$ cat config.mk
export PLATFORM = sky130hd
export DESIGN_NAME = fact_job_sequencer
export DESIGN_NICKNAME = d
export VERILOG_FILES = /design/src/rtl/fact_seq_pkg.sv /design/src/rtl/fact_seq_timeout.sv /design/src/rtl/fact_job_sequencer.sv
export SDC_FILE = /design/constraint.sdc
export NUM_CORES = 1
export LEC_CHECK = 0
export ABC_AREA = 1
export ABC_CLOCK_PERIOD_IN_PS = 3050
export BUFFER_PORTS_ARGS = -buffer_cell sky130_fd_sc_hd__buf_2
export CORE_MARGIN = 1.5
export CORE_UTILIZATION = 54
export CTS_BUF_LIST = sky130_fd_sc_hd__clkbuf_16
export DETAILED_ROUTE_END_ITERATION = 12
export PLACE_DENSITY = 0.86
export SYNTH_ARGS = -nofsm -noshare
export SYNTH_HDL_FRONTEND = slang
export SYNTH_HIERARCHICAL = 1
export SYNTH_SLANG_ARGS = --single-unit
export TNS_END_PERCENT = 100
$ cat constraint.sdc
create_clock -name clk -period 3.05 [get_ports clk]
set_input_delay 0.61 -clock clk [delete_from_list [all_inputs] [get_ports clk]]
set_output_delay 0.61 -clock clk [all_outputs]
set_load 0.02 [all_outputs]
$ cat src/rtl/fact_seq_pkg.sv
// fact_seq_pkg: sequencer states, factorial-core register offsets and command values
package fact_seq_pkg;
  typedef enum logic [3:0] {
    IDLE, W_OPND, W_IEN, W_START, WAIT_INT, R_LO, R_LO_CAP, R_HI, R_HI_CAP, W_CLR1, W_CLR0, DONE
  } state_t;
  localparam logic [15:0] OFS_OPSTART  = 16'h00;
  localparam logic [15:0] OFS_OPCLEAR  = 16'h08;
  localparam logic [15:0] OFS_INTREN   = 16'h18;
  localparam logic [15:0] OFS_OPERAND  = 16'h20;
  localparam logic [15:0] OFS_RESULT_H = 16'h28;
  localparam logic [15:0] OFS_RESULT_L = 16'h30;
  localparam logic [63:0] OPSTART_GO   = 64'd1;
  localparam logic [63:0] INTREN_ON    = 64'd1;
  localparam logic [63:0] OPCLEAR_SET  = 64'd1;
  localparam logic [63:0] OPCLEAR_REL  = 64'd0;
endpackage

$ cat src/rtl/fact_seq_timeout.sv
// fact_seq_timeout: loadable down-counter with an expired flag
// Ports: clk/reset_n clocking; load/load_val preset the count; en decrements; expired = count is zero.
module fact_seq_timeout #(
  parameter int W = 13
) (
  input  logic         clk,
  input  logic         reset_n,
  input  logic         load,
  input  logic [W-1:0] load_val,
  input  logic         en,
  output logic         expired
);
  logic [W-1:0] count;
  always_ff @(posedge clk or negedge reset_n)
    if (!reset_n) count <= '0;
    else if (load) count <= load_val;
    else if (en && count != '0) count <= count - 1'b1;
  assign expired = count == '0;
endmodule

$ cat src/rtl/fact_job_sequencer.sv
// fact_job_sequencer: bus master that runs factorial jobs on the memory-mapped factorial core
// Ports: job_valid/job_operand/job_ready job intake; m_req/m_grant/m_wr/m_addr/m_dout/m_din bus master;
//        interrupt core done level; res_valid/res_h/res_l/res_err result; busy = not idle.
module fact_job_sequencer
  import fact_seq_pkg::*;
#(
  parameter logic [15:0] BASE_ADDR      = 16'h7000,
  parameter int          TIMEOUT_CYCLES = 8192
) (
  input  logic        clk,
  input  logic        reset_n,
  input  logic        job_valid,
  input  logic [63:0] job_operand,
  output logic        job_ready,
  output logic        m_req,
  input  logic        m_grant,
  output logic        m_wr,
  output logic [15:0] m_addr,
  output logic [63:0] m_dout,
  input  logic [63:0] m_din,
  input  logic        interrupt,
  output logic        res_valid,
  output logic [63:0] res_h,
  output logic [63:0] res_l,
  output logic        res_err,
  output logic        busy
);
  localparam int CW = $clog2(TIMEOUT_CYCLES) > 0 ? $clog2(TIMEOUT_CYCLES) : 1;
  state_t state, state_n;
  logic [63:0] operand;
  logic [15:0] ofs;
  logic err, expired;
  // the counter is preset outside WAIT_INT so every wait starts from a full budget
  fact_seq_timeout #(.W(CW)) u_timeout (
    .clk(clk),
    .reset_n(reset_n),
    .load(state != WAIT_INT),
    .load_val(CW'(TIMEOUT_CYCLES - 1)),
    .en(state == WAIT_INT),
    .expired(expired)
  );
  always_comb begin
    state_n = state;
    m_req = 1'b0;
    m_wr = 1'b0;
    ofs = '0;
    m_dout = '0;
    case (state)
      IDLE: state_n = job_valid ? W_OPND : IDLE;
      W_OPND: begin
        {m_req, m_wr, ofs, m_dout} = {2'b11, OFS_OPERAND, operand};
        state_n = m_grant ? W_IEN : state;
      end
      W_IEN: begin
        {m_req, m_wr, ofs, m_dout} = {2'b11, OFS_INTREN, INTREN_ON};
        state_n = m_grant ? W_START : state;
      end
      W_START: begin
        {m_req, m_wr, ofs, m_dout} = {2'b11, OFS_OPSTART, OPSTART_GO};
        state_n = m_grant ? WAIT_INT : state;
      end
      WAIT_INT: state_n = interrupt ? R_LO : expired ? W_CLR1 : WAIT_INT;
      R_LO: begin
        {m_req, ofs} = {1'b1, OFS_RESULT_L};
        state_n = m_grant ? R_LO_CAP : state;
      end
      R_LO_CAP: begin
        {m_req, ofs} = {1'b1, OFS_RESULT_L};
        state_n = m_grant ? R_HI : state;
      end
      R_HI: begin
        {m_req, ofs} = {1'b1, OFS_RESULT_H};
        state_n = m_grant ? R_HI_CAP : state;
      end
      R_HI_CAP: begin
        {m_req, ofs} = {1'b1, OFS_RESULT_H};
        state_n = m_grant ? W_CLR1 : state;
      end
      W_CLR1: begin
        {m_req, m_wr, ofs, m_dout} = {2'b11, OFS_OPCLEAR, OPCLEAR_SET};
        state_n = m_grant ? W_CLR0 : state;
      end
      W_CLR0: begin
        {m_req, m_wr, ofs, m_dout} = {2'b11, OFS_OPCLEAR, OPCLEAR_REL};
        state_n = m_grant ? DONE : state;
      end
      DONE: state_n = IDLE;
      default: state_n = IDLE;
    endcase
  end
  assign m_addr = m_req ? BASE_ADDR + ofs : 16'h0;
  assign job_ready = state == IDLE;
  assign busy = !job_ready;
  assign res_valid = state == DONE;
  assign res_err = res_valid && err;
  // read data is taken in the capture cycle, and only on a granted edge so a stalled capture retakes it
  always_ff @(posedge clk or negedge reset_n)
    if (!reset_n) begin
      state <= IDLE;
      operand <= '0;
      err <= 1'b0;
      res_l <= '0;
      res_h <= '0;
    end else begin
      state <= state_n;
      if (state == IDLE && job_valid) {operand, err} <= {job_operand, 1'b0};
      if (state == WAIT_INT && !interrupt && expired) err <= 1'b1;
      if (state == R_LO_CAP && m_grant) res_l <= m_din;
      if (state == R_HI_CAP && m_grant) res_h <= m_din;
    end
endmodule

==> results.cfg <==
[run_status]
status = finished, final reports clean

[timing]
relSlewSlack_pct = 49.8
fmax_mhz = 365
hold_viol = 0
fin_crit_ns = 2.74
worst_slew_pin_slew_ns = 0.754
period_share_pct = 89.9
finalSetupTns_ns = 0
rsz0062_at_grt = false
finalSetupViolCount = 0
report.final.slew_viol_count = 0
fin_skew_ns = 0.0190
holdWs_ns = 0.100

[detailed_routing]
dr.first_iter.drc_count = 508
wirelength_microns = 24900
drtAntennaViolNets = 0
viasPerCell = 5.03
first_pass_iters = 5
wl_per_cell_microns = 14.7
remaining_drc_errors = 0
vias = 8541

[die]
std_cell_rows = 48
start_util_pct = 54.8
core_area_sq_um = 17100
die-area_sq_um = 18200
pin_count = 347
die_h_microns = 135
die_w_microns = 135

[clocking]
clk_latency_ns = 0.52
cts_hold_buf = 0
cts_buffers = 22
clock_path_buffers = 3
cts_setup_buffers = 0
clk_pin_slew_ns = 0.06
ctsResizeCount = 0
htreeDepth = 1
cts_tree = yes
cts_sinks = 210
cts_root_buffer = clkbuf_16

[final_layout]
drive_gt1_share_pct = 28.3
syn_to_final_growth_pct = 26.5
finish.net_count = 1590
layoutNonFillerInstCount = 1697

[setup_path]
crit_buf_inv = 2
ff2ff_path_depth = 9
cp_max_fo = 41
slowest_delay_ns = 0.48
slowest_stage = dfrtp_1
path_cells = nor2_2 -> nand2_2 -> buf_12 -> nor2_1 -> buf_2
r2r_setup_slack_ns = 0.73
cp-startpoint = state[3]$_DFFE_PN0P_
critical-path-top-delay-family = simple AND/OR/NAND/NOR gates
cp-end-kind = primary output
crit_arrival_ns = 2.13
r2r-end = u_timeout/count[12]$_DFFE_PN0P_
worstSetupPathType = reg -> out
critPathLaunchType = register
r2r_start = state[3]$_DFFE_PN0P_
crit_end = m_dout[23]
cp.required_ns = 2.44
cp.depth = 5

[hold_path]
min_path_type = in -> async

[synthesis]
yosysMostFrequentCell = nand2_1
syn_inst = 1138
ys_ff_latch = 210
ys_warn_count = 6
syn_area_per_cell_sq_um = 8.24
synth.top_cell.area_share_pct = 56.0
seq_area_frac_synth_pct = 56.0
synth_area_leader_cell = dfrtp_1
ys_types = 31
synth-async-reset-ratio_pct = 100
synthFlopType = dfrtp_1
synth_edf_count = 0
synth_area_sq_um = 9380
synth.area.top_cells = dfrtp_1 (56%), nand2_1 (16%), nand3_1 (5.1%)
yosys-top-cells-count = nand2_1 (403), dfrtp_1 (210), nand3_1 (95)

[global_routing]
grt_pass1_vias = 7723
antenna_found_initial = 2
grt_pass1_wl_microns = 38500
grt_max_degree = 117
grt_overflow_total = 0
grt_use_total_pct = 26.4

[power_and_ir_drop]
p_leak_nw = 6.75
power.density_nw_per_um2 = 1060
power.total_w = 0.0125
ir_drop_mv = 0.693

[place]
hpwl_microns = 16900
io_buffers = 336
placed_cells = 1656
gp_congestion = 0.862

[job]
cap_violations = 0
flip-flops by register name, summed over array words and instances (netlist names):
| register | count |
|---|---|
| state | 4 |
| res_h | 64 |
| err | 1 |
| operand | 64 |
| u_timeout/count | 13 |
| res_l | 64 |
per-stage QoR:
step           utilization [%]  instance area, sq um  worst slack, ns
3_3_place_gp              64.9                 11100            0.870
4_1_cts                   69.3                 11900            0.316
6_report                  69.4                 11900            0.309
5_1_grt                   69.3                 11900            0.181
3_5_place_dp              64.9                 11100            0.759
2_1_floorplan                -                  9460             1.10
metal layers:
metal / track usage, % / up-vias / wire (microns)
met5: 0 / - / 13
met3: 6.76 / 52 / 2350
li1: - / 4148 / -
met1: 34.8 / 3932 / 9990
met4: 9.26 / 2 / 722
met2: 42.8 / 407 / 11800
worst min path at each step:
stage / startpoint / to / slack, ns / cells past startpoint
6_report: reset_n / res_h[48]$_DFFE_PN0P_ / 0.10 / 1
5_1_grt: reset_n / res_l[48]$_DFFE_PN0P_ / 0.13 / 1
4_1_cts: reset_n / res_h[41]$_DFFE_PN0P_ / 0.10 / 1
3_5_place_dp: res_h[3]$_DFFE_PN0P_ / res_h[3]$_DFFE_PN0P_ / 0.45 / 2
3_3_place_gp: res_h[30]$_DFFE_PN0P_ / res_h[30]$_DFFE_PN0P_ / 0.45 / 2
2_1_floorplan: reset_n / err$_DFFE_PN0P_ / 0.31 / 0
cell families after synthesis:
kind of cell | share of synthesized area [%]
simple gates | 27.2
flops | 56.0
buf+inv | 8.67
compound gates | 7.81
fa+ha+maj | 0.267
other cells | 0.0800
final cells by class:
type / instances / area (sq um)
Fill cell: 1294 / 5250
Sequential cell: 210 / 5260
Inverter: 90 / 339
Tap cell: 225 / 282
Timing Repair Buffer: 348 / 1830
Multi-Input combinational cell: 783 / 3400
Clock inverter: 18 / 209
Clock buffer: 22 / 551
Antenna cell: 1 / 2.50
layout by cell type (no fill, tap or decap), types with 5 or more instances in the layout:
cell | Yosys | routed
o21ai_0 | 93 | 93
o21ai_1 | 40 | 40
buf_2 | 22 | 335
nand3_1 | 95 | 95
inv_1 | 87 | 89
nor2_2 | 6 | 5
buf_4 | 21 | 8
nand2_1 | 403 | 401
conb_1 | 2 | 23
nand2_2 | 4 | 6
clkbuf_16 | 0 | 22
nor2_1 | 89 | 89
clkinv_2 | 0 | 7
dfrtp_1 | 210 | 210
power breakdown:
group          internal [W]  leakage, nW  switching, W
Combinational       0.00156         3.71       0.00360
Clock               0.00167        0.375       0.00111
Sequential          0.00400         2.66      0.000612
Total               0.00723         6.75       0.00532
Power figures use the tool's default switching activity.
